### src/rtl/mem_pkg.sv
// Shared LSU types: memory op codes, FSM state encoding, constants.
package mem_pkg;

  typedef enum logic [3:0] {
    MEM_NONE = 4'd0,
    MEM_LB,
    MEM_LBU,
    MEM_LH,
    MEM_LHU,
    MEM_LW,
    MEM_SB,
    MEM_SH,
    MEM_SW,
    MEM_LL,
    MEM_SC
  } mem_op_t;

  typedef logic [1:0] lsu_state_t;

  localparam lsu_state_t S_IDLE = 2'd0;
  localparam lsu_state_t S_WAIT = 2'd1;
  localparam lsu_state_t S_DONE = 2'd2;

  localparam logic [31:0] WORD_ZERO = 32'h0000_0000;

endpackage

### src/rtl/mem_lsu_if.sv
// Req/ack data bus between the LSU (master) and memory (slave).
interface mem_lsu_if #(
  parameter int ADDR_W = 32
);

  logic              bus_req;
  logic              bus_we;
  logic [ADDR_W-1:0] bus_addr;
  logic [3:0]        bus_sel;
  logic [31:0]       bus_wdata;
  logic [31:0]       bus_rdata;
  logic              bus_ack;

  modport master (
    output bus_req,
    output bus_we,
    output bus_addr,
    output bus_sel,
    output bus_wdata,
    input  bus_rdata,
    input  bus_ack
  );

  modport slave (
    input  bus_req,
    input  bus_we,
    input  bus_addr,
    input  bus_sel,
    input  bus_wdata,
    output bus_rdata,
    output bus_ack
  );

endinterface

### src/rtl/mem_align.sv
// Big-endian byte-lane select/extend for loads, sel and lane replication for stores.
module mem_align
  import mem_pkg::*;
(
  input  mem_op_t     op,
  input  logic [1:0]  ofs,
  input  logic [31:0] rdata,
  input  logic [31:0] sdata,
  output logic [31:0] ldata,
  output logic [3:0]  sel,
  output logic [31:0] wdata,
  output logic        misalign
);

  logic [7:0]  lb;
  logic [15:0] lh;
  logic [3:0]  bsel;
  logic [3:0]  hsel;

  always_comb begin
    unique case (ofs)
      2'd0:    lb = rdata[31:24];
      2'd1:    lb = rdata[23:16];
      2'd2:    lb = rdata[15:8];
      default: lb = rdata[7:0];
    endcase
  end

  assign lh   = ofs[1] ? rdata[15:0] : rdata[31:16];
  assign bsel = 4'b1000 >> ofs;
  assign hsel = ofs[1] ? 4'b0011 : 4'b1100;

  always_comb begin
    ldata    = WORD_ZERO;
    sel      = 4'b0000;
    wdata    = WORD_ZERO;
    misalign = 1'b0;
    unique case (op)
      MEM_LB: begin
        ldata = {{24{lb[7]}}, lb};
        sel   = bsel;
      end
      MEM_LBU: begin
        ldata = {24'h0, lb};
        sel   = bsel;
      end
      MEM_LH: begin
        ldata    = {{16{lh[15]}}, lh};
        sel      = hsel;
        misalign = ofs[0];
      end
      MEM_LHU: begin
        ldata    = {16'h0, lh};
        sel      = hsel;
        misalign = ofs[0];
      end
      MEM_LW, MEM_LL: begin
        ldata    = rdata;
        sel      = 4'b1111;
        misalign = |ofs;
      end
      MEM_SB: begin
        sel   = bsel;
        wdata = {4{sdata[7:0]}};
      end
      MEM_SH: begin
        sel      = hsel;
        wdata    = {2{sdata[15:0]}};
        misalign = ofs[0];
      end
      MEM_SW, MEM_SC: begin
        sel      = 4'b1111;
        wdata    = sdata;
        misalign = |ofs;
      end
      default: ;
    endcase
  end

endmodule

### src/rtl/mem_lsu.sv
// MIPS memory stage: req/ack bus access, LL/SC link resolution, result mux.
// MEM_LSU_FASTACK_EN: an ack in the first request cycle completes with no stall.
module mem_lsu
  import mem_pkg::*;
#(
  parameter int   ADDR_W    = 32,
  parameter logic LLBIT_RST = 1'b0
) (
  input  logic              clk,
  input  logic              rst,
  input  logic [5:0]        stall,
  input  logic [4:0]        ex_wd,
  input  logic [31:0]       ex_wdata,
  input  logic              ex_wreg,
  input  logic              ex_whilo,
  input  logic [31:0]       ex_hi,
  input  logic [31:0]       ex_lo,
  input  logic [3:0]        ex_mem_op,
  input  logic [ADDR_W-1:0] ex_mem_addr,
  input  logic [31:0]       ex_store_data,
  input  logic              LLbit_i,
  input  logic              wb_LLbit_we,
  input  logic              wb_LLbit_value,
  mem_lsu_if.master         bus,
  output logic [4:0]        mem_wd,
  output logic [31:0]       mem_wdata,
  output logic              mem_wreg,
  output logic              mem_whilo,
  output logic [31:0]       mem_hi,
  output logic [31:0]       mem_lo,
  output logic              mem_LLbit_we,
  output logic              mem_LLbit_value,
  output logic              mem_misalign,
  output logic              stallreq_from_mem
);

  lsu_state_t        state;
  lsu_state_t        nxt;
  mem_op_t           op;
  logic [ADDR_W-1:0] addr_q;
  logic [3:0]        sel_q;
  logic              we_q;
  logic [31:0]       wdata_q;
  logic [31:0]       rdata_q;
  logic [31:0]       rdata_src;
  logic [31:0]       ld_data;
  logic [31:0]       st_data;
  logic [3:0]        lane_sel;
  logic              mis;
  logic              is_load;
  logic              is_store;
  logic              is_sc;
  logic              link;
  logic              sc_fail;
  logic              access;
  logic              done;
  logic              unused;

  assign op     = mem_op_t'(ex_mem_op);
  assign unused = ^{stall[5], stall[3:0]};

  always_comb begin
    is_load  = 1'b0;
    is_store = 1'b0;
    unique case (op)
      MEM_LB, MEM_LBU, MEM_LH,
      MEM_LHU, MEM_LW, MEM_LL: is_load = 1'b1;
      MEM_SB, MEM_SH,
      MEM_SW, MEM_SC:          is_store = 1'b1;
      default: ;
    endcase
  end

  // The writeback stage may be committing a newer link value this cycle.
  assign is_sc   = (op == MEM_SC);
  assign link    = wb_LLbit_we ? wb_LLbit_value
                 : (rst ? LLBIT_RST : LLbit_i);
  assign sc_fail = is_sc & ~link;
  assign access  = (is_load | is_store) & ~mis & ~sc_fail;

  // Fast completion reads the bus directly; otherwise the latched word.
  assign rdata_src = (state == S_IDLE) ? bus.bus_rdata : rdata_q;

  mem_align u_align (
    .op       (op),
    .ofs      (ex_mem_addr[1:0]),
    .rdata    (rdata_src),
    .sdata    (ex_store_data),
    .ldata    (ld_data),
    .sel      (lane_sel),
    .wdata    (st_data),
    .misalign (mis)
  );

  always_comb begin
    nxt               = state;
    bus.bus_req       = 1'b0;
    bus.bus_we        = 1'b0;
    bus.bus_addr      = '0;
    bus.bus_sel       = 4'b0000;
    bus.bus_wdata     = WORD_ZERO;
    stallreq_from_mem = 1'b0;
    done              = 1'b0;
    unique case (state)
      S_IDLE: begin
        if (access) begin
          bus.bus_req       = 1'b1;
          bus.bus_we        = is_store;
          bus.bus_addr      = {ex_mem_addr[ADDR_W-1:2], 2'b00};
          bus.bus_sel       = lane_sel;
          bus.bus_wdata     = st_data;
          stallreq_from_mem = 1'b1;
          nxt               = S_WAIT;
          if (bus.bus_ack) begin
`ifdef MEM_LSU_FASTACK_EN
            stallreq_from_mem = 1'b0;
            done              = 1'b1;
            nxt               = stall[4] ? S_DONE : S_IDLE;
`else
            nxt = S_DONE;
`endif
          end
        end
      end
      S_WAIT: begin
        bus.bus_req       = 1'b1;
        bus.bus_we        = we_q;
        bus.bus_addr      = addr_q;
        bus.bus_sel       = sel_q;
        bus.bus_wdata     = wdata_q;
        stallreq_from_mem = 1'b1;
        if (bus.bus_ack) nxt = S_DONE;
      end
      S_DONE: begin
        done = 1'b1;
        if (!stall[4]) nxt = S_IDLE;
      end
      default: nxt = S_IDLE;
    endcase
    if (rst) begin
      bus.bus_req       = 1'b0;
      bus.bus_we        = 1'b0;
      bus.bus_addr      = '0;
      bus.bus_sel       = 4'b0000;
      bus.bus_wdata     = WORD_ZERO;
      stallreq_from_mem = 1'b0;
    end
  end

  always_comb begin
    mem_wd          = ex_wd;
    mem_wdata       = ex_wdata;
    mem_wreg        = ex_wreg;
    mem_whilo       = ex_whilo;
    mem_hi          = ex_hi;
    mem_lo          = ex_lo;
    mem_LLbit_we    = 1'b0;
    mem_LLbit_value = 1'b0;
    mem_misalign    = 1'b0;
    priority case (1'b1)
      rst: begin
        mem_wd    = 5'd0;
        mem_wdata = WORD_ZERO;
        mem_wreg  = 1'b0;
        mem_whilo = 1'b0;
        mem_hi    = WORD_ZERO;
        mem_lo    = WORD_ZERO;
      end
      done: begin
        if (is_load) mem_wdata = ld_data;
        if (op == MEM_LL) begin
          mem_LLbit_we    = 1'b1;
          mem_LLbit_value = 1'b1;
        end
        if (is_sc) begin
          mem_wdata       = 32'd1;
          mem_wreg        = 1'b1;
          mem_LLbit_we    = 1'b1;
          mem_LLbit_value = 1'b0;
        end
      end
      stallreq_from_mem: mem_wreg = 1'b0;
      mis: begin
        mem_misalign = 1'b1;
        mem_wreg     = 1'b0;
      end
      sc_fail: begin
        mem_wdata = WORD_ZERO;
        mem_wreg  = 1'b1;
      end
      default: ;
    endcase
  end

  always_ff @(posedge clk) begin
    if (rst) begin
      state   <= S_IDLE;
      addr_q  <= '0;
      sel_q   <= 4'b0000;
      we_q    <= 1'b0;
      wdata_q <= WORD_ZERO;
      rdata_q <= WORD_ZERO;
    end else begin
      state <= nxt;
      if (state == S_IDLE && access) begin
        addr_q  <= bus.bus_addr;
        sel_q   <= bus.bus_sel;
        we_q    <= bus.bus_we;
        wdata_q <= bus.bus_wdata;
      end
      if (bus.bus_req && bus.bus_ack) rdata_q <= bus.bus_rdata;
    end
  end

endmodule

### src/flat_wrapper.sv
// flat-port wrapper written by rule: the top's interface ports become plain ports
module mem_lsu_flat import mem_pkg::*;
#(
  parameter int   ADDR_W    = 32,
  parameter logic LLBIT_RST = 1'b0
)
  (clk, rst, stall, ex_wd, ex_wdata, ex_wreg, ex_whilo, ex_hi, ex_lo, ex_mem_op, ex_mem_addr, ex_store_data, LLbit_i, wb_LLbit_we, wb_LLbit_value, mem_wd, mem_wdata, mem_wreg, mem_whilo, mem_hi, mem_lo, mem_LLbit_we, mem_LLbit_value, mem_misalign, stallreq_from_mem, bus_bus_req, bus_bus_we, bus_bus_addr, bus_bus_sel, bus_bus_wdata, bus_bus_rdata, bus_bus_ack);
  mem_lsu_if #(.ADDR_W(ADDR_W)) bus_i ();
  input  logic clk;
  input  logic rst;
  input  logic [5:0] stall;
  input  logic [4:0] ex_wd;
  input  logic [31:0] ex_wdata;
  input  logic ex_wreg;
  input  logic ex_whilo;
  input  logic [31:0] ex_hi;
  input  logic [31:0] ex_lo;
  input  logic [3:0] ex_mem_op;
  input  logic [ADDR_W-1:0] ex_mem_addr;
  input  logic [31:0] ex_store_data;
  input  logic LLbit_i;
  input  logic wb_LLbit_we;
  input  logic wb_LLbit_value;
  output logic [4:0] mem_wd;
  output logic [31:0] mem_wdata;
  output logic mem_wreg;
  output logic mem_whilo;
  output logic [31:0] mem_hi;
  output logic [31:0] mem_lo;
  output logic mem_LLbit_we;
  output logic mem_LLbit_value;
  output logic mem_misalign;
  output logic stallreq_from_mem;
  output wire logic [$bits(bus_i.bus_req)-1:0] bus_bus_req;
  output wire logic [$bits(bus_i.bus_we)-1:0] bus_bus_we;
  output wire logic [$bits(bus_i.bus_addr)-1:0] bus_bus_addr;
  output wire logic [$bits(bus_i.bus_sel)-1:0] bus_bus_sel;
  output wire logic [$bits(bus_i.bus_wdata)-1:0] bus_bus_wdata;
  input wire logic [$bits(bus_i.bus_rdata)-1:0] bus_bus_rdata;
  input wire logic [$bits(bus_i.bus_ack)-1:0] bus_bus_ack;
  assign bus_bus_req = bus_i.bus_req;
  assign bus_bus_we = bus_i.bus_we;
  assign bus_bus_addr = bus_i.bus_addr;
  assign bus_bus_sel = bus_i.bus_sel;
  assign bus_bus_wdata = bus_i.bus_wdata;
  assign bus_i.bus_rdata = bus_bus_rdata;
  assign bus_i.bus_ack = bus_bus_ack;
  mem_lsu #(.ADDR_W(ADDR_W), .LLBIT_RST(LLBIT_RST)) u_core (.clk(clk), .rst(rst), .stall(stall), .ex_wd(ex_wd), .ex_wdata(ex_wdata), .ex_wreg(ex_wreg), .ex_whilo(ex_whilo), .ex_hi(ex_hi), .ex_lo(ex_lo), .ex_mem_op(ex_mem_op), .ex_mem_addr(ex_mem_addr), .ex_store_data(ex_store_data), .LLbit_i(LLbit_i), .wb_LLbit_we(wb_LLbit_we), .wb_LLbit_value(wb_LLbit_value), .bus(bus_i), .mem_wd(mem_wd), .mem_wdata(mem_wdata), .mem_wreg(mem_wreg), .mem_whilo(mem_whilo), .mem_hi(mem_hi), .mem_lo(mem_lo), .mem_LLbit_we(mem_LLbit_we), .mem_LLbit_value(mem_LLbit_value), .mem_misalign(mem_misalign), .stallreq_from_mem(stallreq_from_mem));
endmodule
### config.mk
export PLATFORM = sky130hd
export DESIGN_NAME = mem_lsu_flat
export DESIGN_NICKNAME = d
export VERILOG_FILES = /design/src/rtl/mem_pkg.sv /design/src/rtl/mem_lsu_if.sv /design/src/rtl/mem_align.sv /design/src/rtl/mem_lsu.sv /design/src/flat_wrapper.sv
export SDC_FILE = /design/constraint.sdc
export NUM_CORES = 1
export LEC_CHECK = 0
export CORE_AREA = 2 2 152 154
export CTS_BUF_LIST = sky130_fd_sc_hd__clkbuf_4
export DETAILED_ROUTE_END_ITERATION = 10
export DIE_AREA = 0 0 154 156
export GPL_ROUTABILITY_DRIVEN = 0
export GPL_TIMING_DRIVEN = 0
export PLACE_DENSITY = 0.7
export SYNTH_ARGS = -nofsm -noshare
export SYNTH_HDL_FRONTEND = slang
export SYNTH_SLANG_ARGS = --single-unit
### constraint.sdc
create_clock -name clk -period 4.8 [get_ports clk]
set_input_delay 0.48 -clock clk [delete_from_list [all_inputs] [get_ports clk]]
set_output_delay 0.48 -clock clk [all_outputs]
set_load 0.005 [all_outputs]
[Yosys cells after proc, flatten, opt, wreduce, memory -nomap -nowiden]
Cells that the tools add are included.
Operators by class
  bitwise gates (word level): 7
  shifts and indexed selects: 1
  reductions and logical operators: 13
  eq/ne operators: 17
  multiplexer cells: 61
Operators by type and width (number)
  $mux W32: 14
  $pmux W32 S5: 1
  $pmux W32 S2: 2
  $pmux W32 S3: 1
  $mux W1: 27
  $pmux W8 S3: 1
  $eq A4 B3 Y1 const B: 4
  $mux W16: 1
  $eq A4 B4 Y1 const B: 3
  $mux W4: 3
  $pmux W4 S3: 1
  $eq A4 B2 Y1 const B: 2
  $mux W2: 4
  $pmux W4 S2: 1
  $reduce_or A4 Y1: 2
  $pmux W1 S2: 3
  $pmux W2 S3: 1
  $reduce_or A2 Y1: 3
  $reduce_or A3 Y1: 2
  $reduce_or A6 Y1: 1
  $mux W5: 1
  $eq A2 B1 Y1 const B: 2
  $eq A2 B2 Y1 const B: 2
  $eq A4 B1 Y1 const B: 1
  other kinds (9): 16
Storage, ports and cells
  bits of input ports: 215
  word-level logic and storage cells: 105
  register bits after elaboration: 103
  output and inout bits: 177

[Depth between registers and ports, before layout]
  depth after elaboration: 12
  mapped depth: 10
  gate-level depth less buffers: 6

[Modules after synthesis]
A second synthesis with hierarchy kept.
Second synthesis, totals
  cell total of the unflattened synthesis: 948
  area total of the unflattened synthesis: 7766.2 um2
By module, submodules not included
  mem_lsu: seq. area each 2062.0 um2, area an instance 6253.5 um2, cells each 770, instances 1
  mem_align: seq. area each 0.0 um2, area an instance 1512.7 um2, cells each 178, instances 1

[Least setup slack after synthesis]
Ideal clock, no wire load.
  kind: in2out
  start point: input rst
  end point: output bus_bus_wdata[26]
  buffers on the path: 3
  setup slack: 2.060 ns
  arrival: 2.260 ns
  stages on the path: 9
  required time: 4.320 ns
  path through: buf_2 -> nand2b_4 -> o211a_4 -> a2111o_1 -> buf_6 -> or3_4 -> buf_6 -> nor2_4 -> a21o_1
Between the ends
  cells in the longest elaborated chain, start to end: 9
Ends and longest elaborated chain
  start, declared: RTL line flat_wrapper.sv:10  | input logic rst;
  $mux W1: RTL line mem_lsu.sv:77  | : (rst ? LLBIT_RST : LLbit_i);
  $mux W1: RTL line mem_lsu.sv:76  | assign link = wb_LLbit_we ? wb_LLbit_value
  $not A1 Y1: RTL line mem_lsu.sv:78  | assign sc_fail = is_sc & ~link;
  $and A1 B1 Y1: RTL line mem_lsu.sv:78
  $not A1 Y1: RTL line mem_lsu.sv:79  | assign access = (is_load | is_store) & ~mis & ~sc_fail;
  $and A1 B1 Y1: RTL line mem_lsu.sv:79
  $mux W32: RTL line mem_lsu.sv:106  | if (access) begin
  $pmux W32 S2: RTL line mem_lsu.sv:104  | unique case (state)
  $mux W32 *: RTL line mem_lsu.sv:140  | if (rst) begin
  end, declared: RTL line flat_wrapper.sv:38  | output wire logic [$bits(bus_i.bus_wdata)-1:0] bus_bus_wdata;
Every way passes the cells marked *; elsewhere a longest branch is shown, timed or not.

[Worst setup path after layout]
  start point: input ex_mem_op[1]
  end point: output mem_wdata[18]
Between the ends
  cells in the longest elaborated chain, start to end: 12
  elaborated cells on any way between the ends: 35
  those cells by class: 10 x eq/ne; 14 x mux; 6 x bitwise; 5 x reduce/logical
Ends and longest elaborated chain
  start, declared: RTL line flat_wrapper.sv:18  | input logic [3:0] ex_mem_op;
  $eq A4 B1 Y1, or another cell as far along: RTL line mem_align.sv:38, mem_lsu.sv:65
  $reduce_or A6 Y1, or another cell as far along: RTL line mem_lsu.sv:65  | unique case (op)
  $mux W1 or $pmux W1 S2 (tied branches): RTL line mem_lsu.sv:65, mem_align.sv:38
  $or A1 B1 Y1 or $not A1 Y1 (tied branches): RTL line mem_lsu.sv:79
  $and A1 B1 Y1 (2 in series): RTL line mem_lsu.sv:79
  $mux W1: RTL line mem_lsu.sv:106
  $pmux W1 S2: RTL line mem_lsu.sv:104
  $mux W1: RTL line mem_lsu.sv:140
  $mux W32: RTL line mem_lsu.sv:160  | priority case (1'b1)
  $mux W32 * (2 in series): RTL line mem_lsu.sv:160
  end, declared: RTL line flat_wrapper.sv:25  | output logic [31:0] mem_wdata;
Marked as above.

==> out/metrics.cfg <==
[setup_path]
critPathMaxFanout=10
critPathKind=in2out
cp-end-kind=output pin
cp.arrival_ps=4040
cp-start-kind=input port
crit_required_ps=4320

[sta]
skew_ps=21.8
setup-violations-final=0
maxSlewViolCount=0
fin_setup_tns_ps=0
fmax_mhz=221
fin_ws_ps=282
worst-slew-pin-transition_ps=1100
holdWs_ps=465
rsz0062_at_grt=false
final.period_utilization=0.941
period_needed_ps=4520
hold_viol=0
max-slew-margin-rel=0.261

[clock_network]
clock-sinks=103
cts_buffers=9
clock_path_buffers=2
cts_setup_buffers=0
cts_tree=done
htree_levels=3
root_buffer=clkbuf_4
clk_latency_ps=490
post_cts_resized=0
clk_pin_slew_ps=160
postCtsHoldBufs=0

[detailed_routing]
drt_iter0_drc=953
firstDrtPassIters=6
detail-route-antenna-nets=0
wire_per_inst_um=20.3
wirelength_um=33100
via_count=8889
drc=0
via_per_inst=5.45

[global_routing]
antenna_found_initial=5
track_usage=0.265
grt_max_degree=17
grt_pass1_wl_um=49600
grt_pass1_vias=8583
grt-ovfl-total=0

[finish]
stdcell_count=1631
nets=1552
fin_util=0.509
fin_area_um2=11400
final_common_cell=clkdlybuf4s50_1
final_cell_mix=clkdlybuf4s50_1, nand2_1, a21oi_1
fill_cells=2166
syn2layout_area_growth_pct=61.9
drive_above_1_share=0.0619

[yosys]
ys_types=71
synth_nets=1158
synth-seq-cells=103
ys_seq_area_frac=0.293
synth_cells=943
syn_avg_cell_area_um2=7.46
synth-edff-count=0
async_flop_share=0
ys.flop_type=dfxtp_1
netlist_area_um2=7030
yosysWarnings=0

[power]
combPwrFrac=0.381
p_leak_nw=4.18
netSwitchingPower_mw=0.773
p_seq_frac=0.398
pwr-share-clk=0.221
p_total_mw=2.35
vdd_drop_max_v=0.000128
switching_share=0.329
p_int_mw=1.57
powerDensity_nw_per_um2=206

[floorplan]
chipHeight_um=156
die_x_um=154
rows=55
initial_core_util=0.314
die-area_um2=24000
coreArea_um2=22400
io_pins=392

[worst_hold_path]
min_path_type=reg2reg

[place]
io_buffers=383
dp_cells=1611
placed_cell_area_um2=11200
place_ws_ps=365
dp_hpwl_um=26600

[job]
drv_cap=0

[outcome]
status=complete, no violations

==> state kept, by name (all words and copies together), names as in the netlist <==
register and count:
u_core.sel_q 4, u_core.we_q 1, u_core.state 2, u_core.addr_q 32, u_core.wdata_q 32, u_core.rdata_q 32
==> cells by family (layout without fill, tap and decap cells) <==
group                      after synthesis  count (layout)  synth area share
adders and majority gates                1               1           0.00142
DFF                                    103             103             0.293
AOI/OAI and AO/OA                      331             331             0.325
and+or+nand+nor                        382             382             0.263
xor gates and xnor gates                 1               1           0.00125
other                                    0               5                 0
muxes                                   31              31            0.0582
buffers and inverters                   94             492            0.0584
==> per-layer routing <==
metal  share of wire  wire, µm  up-vias  GRT usage
met1            0.41     13400     4203      0.329
met2            0.47     15700      471      0.448
met4           0.034      1140        2      0.103
met5         0.00039        13        -          0
li1                -         -     4148          -
met3           0.085      2830       65     0.0589
==> worst max-delay path: stages <==
cell             delay, ps
clkdlybuf4s50_1        550
buf_2                  260
clkbuf_1               230
o21ai_0                120
o31ai_1                200
nand2b_1               340
nor3_2                 640
nor2_1                 120
a211oi_1               460
clkdlybuf4s50_1        610
==> synth_stat cells, drive strengths merged (4+ instances only) <==
cell type,n,area (µm²)
o21a,6,46.3
nor2,94,407
nand2b,15,101
inv,8,30.0
o211ai,4,35.0
a21o,17,128
a211oi,36,270
clkbuf,48,180
nand3,8,45.0
a211o,6,52.6
mux4,7,158
nor3,8,56.3
or3,4,30.0
nand2,159,597
a21oi,106,534
a22o,53,464
nor2b,78,488
o21ai,35,175
buf,37,196
dfxtp,103,2060
a22oi,41,308
mux2,9,101
nor4,5,37.5
mux2i,15,150
==> area by class of cell <==
cell class,count,area [µm²],share of cell area
buffer,85,377,0.0331
multi-input combinational,746,4560,0.400
inverter,9,33.8,0.00297
clock inverter,6,85.1,0.00747
sequential,103,2060,0.181
tap,285,357,0.0313
antenna,5,12.5,0.00110
clock buffer,9,67.6,0.00593
timing repair buffer,383,3830,0.337
==> power groups by stage <==
stage               Sequential [mW]  Combinational [mW]  Clock [mW]
floorplan                     0.943               0.411           0
global placement              0.949               0.874           0
detailed placement            0.951               0.880           0
CTS                           0.933               0.885       0.530
global route                  0.939               0.957       0.556
finish                        0.934               0.894       0.519
==> worst paths after layout <==
| check | start | end | slack [ps] | cells past startpoint |
|---|---|---|---|---|
| max | ex_mem_op[1] | mem_wdata[18] | 280 | 10 |
| min | u_core.rdata_q[4]$_SDFFE_PP0P_ | u_core.rdata_q[4]$_SDFFE_PP0P_ | 460 | 2 |
| max reg2reg | u_core.state[1]$_SDFFE_PP0P_ | u_core.wdata_q[15]$_SDFFE_PP0P_ | 2510 | 6 |
| min reg2reg | u_core.rdata_q[4]$_SDFFE_PP0P_ | u_core.rdata_q[4]$_SDFFE_PP0P_ | 460 | 2 |
Power figures use the tool's default switching activity.
